[config.mk]
export PLATFORM = sky130hd
export DESIGN_NAME = gcd_controller
export DESIGN_NICKNAME = d
export VERILOG_FILES = /design/src/rtl/gcd_controller.sv
export SDC_FILE = /design/constraint.sdc
export NUM_CORES = 1
export LEC_CHECK = 0
export ABC_AREA = 1
export CELL_PAD_IN_SITES_DETAIL_PLACEMENT = 1
export CELL_PAD_IN_SITES_GLOBAL_PLACEMENT = 2
export CORE_MARGIN = 10
export CORE_UTILIZATION = 22
export CTS_BUF_LIST = sky130_fd_sc_hd__clkbuf_4
export DETAILED_ROUTE_END_ITERATION = 7
export GPL_ROUTABILITY_DRIVEN = 0
export PLACE_DENSITY = 0.8
export REMOVE_ABC_BUFFERS = 1
export SETUP_SLACK_MARGIN = 0.5
export SYNTH_ARGS = -nofsm -noshare
export SYNTH_HDL_FRONTEND = slang
export SYNTH_SLANG_ARGS = --single-unit
[constraint.sdc]
create_clock -name clk -period 1.6 [get_ports clk]
set_clock_uncertainty 0.2 [all_clocks]
set_input_delay 0.32 -clock clk [delete_from_list [all_inputs] [get_ports clk]]
set_output_delay 0.32 -clock clk [all_outputs]
set_load 0.005 [all_outputs]
[src/rtl/gcd_controller.sv]
// gcd_controller: control FSM for the subtractive GCD datapath.
// Loads A then B from a valid/ready source, fixes zero operands,
// iterates compare/subtract until eq, and hands off a result or timeout.
//
// Ports
//   clk, rst              rising-edge clock, synchronous active-high reset
//   in_valid / in_ready   upstream operand handshake (A first, then B)
//   data_in  [DW]         operand bus, sampled here only for zero detection
//   lt, gt, eq            datapath compare flags (A<B, A>B, A==B)
//   sel1, sel2, sel_in    datapath mux selects (1=A, 1=A, 1=subOut)
//   ldA, ldB              datapath register loads
//   done                  datapath result-capture enable
//   out_valid / out_ready downstream result handshake
//   error                 qualifies out_valid: iteration timeout occurred
//   busy                  high in any state other than IDLE
//   iter_count [ITER_W]   subtractions performed for the current operation

module gcd_controller #(
    parameter int DW       = 16,
    parameter int ITER_W   = 16,
    parameter int MAX_ITER = 65535
) (
    input  logic              clk,
    input  logic              rst,
    input  logic              in_valid,
    output logic              in_ready,
    input  logic [DW-1:0]     data_in,
    input  logic              lt,
    input  logic              gt,
    input  logic              eq,
    output logic              sel1,
    output logic              sel2,
    output logic              sel_in,
    output logic              ldA,
    output logic              ldB,
    output logic              done,
    output logic              out_valid,
    input  logic              out_ready,
    output logic              error,
    output logic              busy,
    output logic [ITER_W-1:0] iter_count
);

    typedef enum logic [2:0] {
        S_IDLE,
        S_WAIT_B,
        S_FIX,
        S_RUN,
        S_DONE,
        S_ERR
    } state_e;

    localparam logic [ITER_W-1:0] MAX_CNT = ITER_W'(MAX_ITER);

    state_e            state_q, state_d;
    logic              a_zero_q, a_zero_d;
    logic              b_zero_q, b_zero_d;
    logic [ITER_W-1:0] iter_q, iter_d;
    logic              din_zero;

    assign din_zero = (data_in == '0);

    always_ff @(posedge clk) begin
        if (rst) begin
            state_q  <= S_IDLE;
            a_zero_q <= 1'b0;
            b_zero_q <= 1'b0;
            iter_q   <= '0;
        end else begin
            state_q  <= state_d;
            a_zero_q <= a_zero_d;
            b_zero_q <= b_zero_d;
            iter_q   <= iter_d;
        end
    end

    always_comb begin
        state_d   = state_q;
        a_zero_d  = a_zero_q;
        b_zero_d  = b_zero_q;
        iter_d    = iter_q;
        in_ready  = 1'b0;
        sel1      = 1'b0;
        sel2      = 1'b0;
        sel_in    = 1'b0;
        ldA       = 1'b0;
        ldB       = 1'b0;
        done      = 1'b0;
        out_valid = 1'b0;
        error     = 1'b0;

        unique case (state_q)
            S_IDLE: begin
                in_ready = 1'b1;
                if (in_valid) begin
                    ldA      = 1'b1;
                    a_zero_d = din_zero;
                    iter_d   = '0;
                    state_d  = S_WAIT_B;
                end
            end

            S_WAIT_B: begin
                in_ready = 1'b1;
                if (in_valid) begin
                    ldB      = 1'b1;
                    b_zero_d = din_zero;
                    state_d  = S_FIX;
                end
            end

            // A zero operand would stall subtraction forever, so copy
            // the other operand across: gcd(x,0) = x. Both zero falls
            // straight through to RUN, where eq ends it with result 0.
            S_FIX: begin
                sel_in  = 1'b1;
                state_d = S_RUN;
                if (a_zero_q && !b_zero_q) begin
                    sel2 = 1'b1;
                    ldA  = 1'b1;
                end else if (b_zero_q && !a_zero_q) begin
                    sel1 = 1'b1;
                    ldB  = 1'b1;
                end
            end

            // eq wins over the timeout so a result reached exactly on
            // the last allowed subtraction is still reported as good.
            S_RUN: begin
                sel_in = 1'b1;
                if (eq) begin
                    state_d = S_DONE;
                end else if (iter_q == MAX_CNT) begin
                    state_d = S_ERR;
                end else if (gt) begin
                    sel1   = 1'b1;
                    ldA    = 1'b1;
                    iter_d = iter_q + 1'b1;
                end else if (lt) begin
                    sel2   = 1'b1;
                    ldB    = 1'b1;
                    iter_d = iter_q + 1'b1;
                end
            end

            S_DONE: begin
                done      = 1'b1;
                out_valid = 1'b1;
                if (out_ready) begin
                    state_d = S_IDLE;
                end
            end

            S_ERR: begin
                out_valid = 1'b1;
                error     = 1'b1;
                if (out_ready) begin
                    state_d = S_IDLE;
                end
            end

            default: begin
                state_d = S_IDLE;
            end
        endcase
    end

    assign busy       = (state_q != S_IDLE);
    assign iter_count = iter_q;

endmodule

==> flow_summary.yaml <==
run_status:
  status: "finished, violations left"
  violations: "setup timing"
flow_run:
  drv_cap: 0
clock_network:
  insertion_delay_ns: 0.34
  htree_levels: 1
  cts_tree: "done"
  cts_inserted_buffers: 3
  cts.sinks: 21
  cts-root-buf: "clkbuf_4"
  clockBufferDepth: 2
  clk_pin_slew_ns: 0.14
  hold_buffers: 0
sta:
  slew_violations: 0
  rsz0062_at_grt: "yes"
  min_period_over_period_pct: 136
  finalWorstSetupSlack_ns: -0.575
  holdWs_ns: 0.311
  fin_crit_ns: 2.18
  finalSetupViolations: 31
  relSlewSlack_pct: 82.4
  worst_slew_pin_slew_ns: 0.261
  fmax_mhz: 460
  hold_viol_final: 0
critical_path:
  start_kind: "register"
  reg2reg_depth: 13
  arrival_ns: 2.22
  critPathCaptureType: "register"
  critPathKind: "register to register"
  crit_fanout: 4
  cp.required_ns: 1.65
logic_synthesis:
  synthMuxAreaShare_pct: 0
  synthSimpleGateAreaFrac_pct: 48.3
  synth_edf_count: 0
  synth_ff_type: "dfxtp_1"
  yosys.area.top_type: "dfxtp_1"
  yosys-top-cells-area: "dfxtp_1 (27%), nand2_1 (16%), nand3_1 (9.1%), nor2_1 (8.5%), inv_1 (7.5%)"
  yosysSeqAreaShare_pct: 27.3
  synthXorXnorAreaFrac_pct: 2.27
  yosysMostFrequentCell: "nand2_1"
  synthAdderAreaFrac_pct: 0.812
  yosysTopAreaCellShare_pct: 27.3
  synth_compound_area_share_pct: 10.2
  syn_inst: 249
  ys_ff_latch: 21
  postSynth.asyncResetShare_pct: 0
  synth_top_family_by_area: "simple AND/OR/NAND/NOR gates"
  yosysWarnings: 0
  syn_avg_cell_area_um2: 6.19
  yosys-top-cells-count: "nand2_1 (66), nor2_1 (35), inv_1 (31), nand3_1 (28), dfxtp_1 (21)"
  synth_area_um2: 1540
  ys_types: 31
global_route:
  grt_pass1_wl_mm: 12.7
  antenna_found_initial: 0
  grt_pass1_vias: 2553
  grt_max_degree: 15
  grt.total_usage_pct: 14.1
  globalRouteOverflowTotal: 0
detailed_routing:
  drtIter0Drc: 133
  viasPerCell: 4.63
  antenna_left: 0
  drt_drc_violations_left: 0
  wl_per_cell_um: 16.6
  num_vias: 2348
  drtPass1Iterations: 4
  drt-total-wl_mm: 8.44
min_path:
  hold_depth: 2
  hp-class: "register to register"
die:
  core.rowCount: 30
  initial_core_util_pct: 22.7
  die_h_um: 104
  ios: 49
  fp.dieArea_um2: 10800
  coreArea_um2: 6790
  die_x_um: 104
layout:
  utilization_pct: 53.0
  diodes: 0
  drive_gt1_share_pct: 61.6
  register_area_um2: 454
  multi_input_area_um2: 1310
  area_delta_synth_final_pct: 134
  nNetsFinal: 436
  fin_area_um2: 3600
  fill_cells: 843
power_and_ir_drop:
  power_density_nw_per_um2: 463
  ir_drop_mv: 0.325
  p_leak_nw: 1.65
placement:
  dp_hpwl_mm: 5.12
  io_buffers: 48
  dpl-instance-area_um2: 2570
## area by class of cell
| type | instances | area share [%] |
|---|---|---|
| Clock buffer | 4 | 0.833 |
| Tap cell | 96 | 3.33 |
| Inverter | 35 | 3.85 |
| Timing Repair Buffer | 162 | 43.1 |
| Sequential cell | 21 | 12.6 |
| Multi-Input combinational cell | 189 | 36.2 |
## worst max-delay path, stage by stage, from the launching register on
cell,delay (ns)
dfxtp_2,0.38
ha_4,0.15
nand3_4,0.07
buf_4,0.13
buf_4,0.12
buf_4,0.13
buf_4,0.13
buf_6,0.13
inv_6,0.06
nand2_2,0.05
xor2_1,0.15
nor2_1,0.09
nand2_1,0.08
a21oi_1,0.22
## stage by stage
stage / std cells / total power, mW / setup slack [ns] / TNS [ns]
global route: 507 / 1.75 / -0.656 / -11.98
finish: 507 / 1.67 / -0.575 / -9.55
CTS: 491 / 1.56 / -0.475 / -8.13
floorplan: 244 / 0.758 / -0.286 / -3.35
detailed placement: 451 / 1.07 / -0.660 / -10.34
global placement: 451 / 1.06 / -0.647 / -9.62
## path summary, 6_finish.rpt
| check | startpoint | end | slack (ns) |
|---|---|---|---|
| worst max-delay path | iter_count[1] | iter_count[8] | -0.58 |
| worst min-delay path | b_zero_q | b_zero_q | 0.31 |
| worst max register to register | iter_count[1] | iter_count[8] | -0.58 |
| worst min register to register | b_zero_q | b_zero_q | 0.31 |
## cells in the final DEF (no fill, tap or decap), types with 4 or more instances in the layout
| cell type | count |
|---|---|
| a21oi_1 | 4 |
| a21oi_2 | 10 |
| buf_2 | 6 |
| buf_4 | 59 |
| buf_6 | 72 |
| clkbuf_4 | 4 |
| clkdlybuf4s50_1 | 22 |
| dfxtp_2 | 15 |
| dfxtp_4 | 4 |
| inv_1 | 24 |
| inv_2 | 8 |
| nand2_1 | 48 |
| nand2_2 | 14 |
| nand2_4 | 11 |
| nand3_1 | 13 |
| nand3_2 | 12 |
| nand3_4 | 6 |
| nand4_1 | 8 |
| nor2_1 | 19 |
| nor2_2 | 11 |
| nor2_4 | 6 |
| nor4_1 | 4 |
## sequential cells by signal (all words and copies together) (netlist names)
register and cells:
iter_count 16, a_zero_q 1, b_zero_q 1, state_q 3
## per-layer routing
layer	routed length (µm)	GRT usage, %	vias to the layer above
li1	-	-	1135
met1	3270	14.9	1129
met2	4560	27.1	67
met3	409	3.66	17
met4	203	3.18	0
met5	0	0	-
## power breakdown
group	switching, mW	internal (mW)
clock network	0.203	0.115
logic	0.377	0.415
registers	0.0162	0.541
## logic make-up (layout without fill, tap and decap cells)
kind of cell / Yosys count / count (layout)
and+or+nand+nor: 160 / 161
buffers and inverters: 40 / 201
AOI/OAI and AO/OA: 23 / 23
DFF: 21 / 21
xor gates and xnor gates: 4 / 4
adders and majority gates: 1 / 1
## what timing repair did
item | 4_1_cts | 5_1_grt
cloned | 1 | 0
setup endpoints to repair | 47 | 47
pin swaps | 25 | 28
setup buffers | 35 | 16
gates resized for setup | 227 | 72
Note: power is estimated with default switching activity, not from simulation.
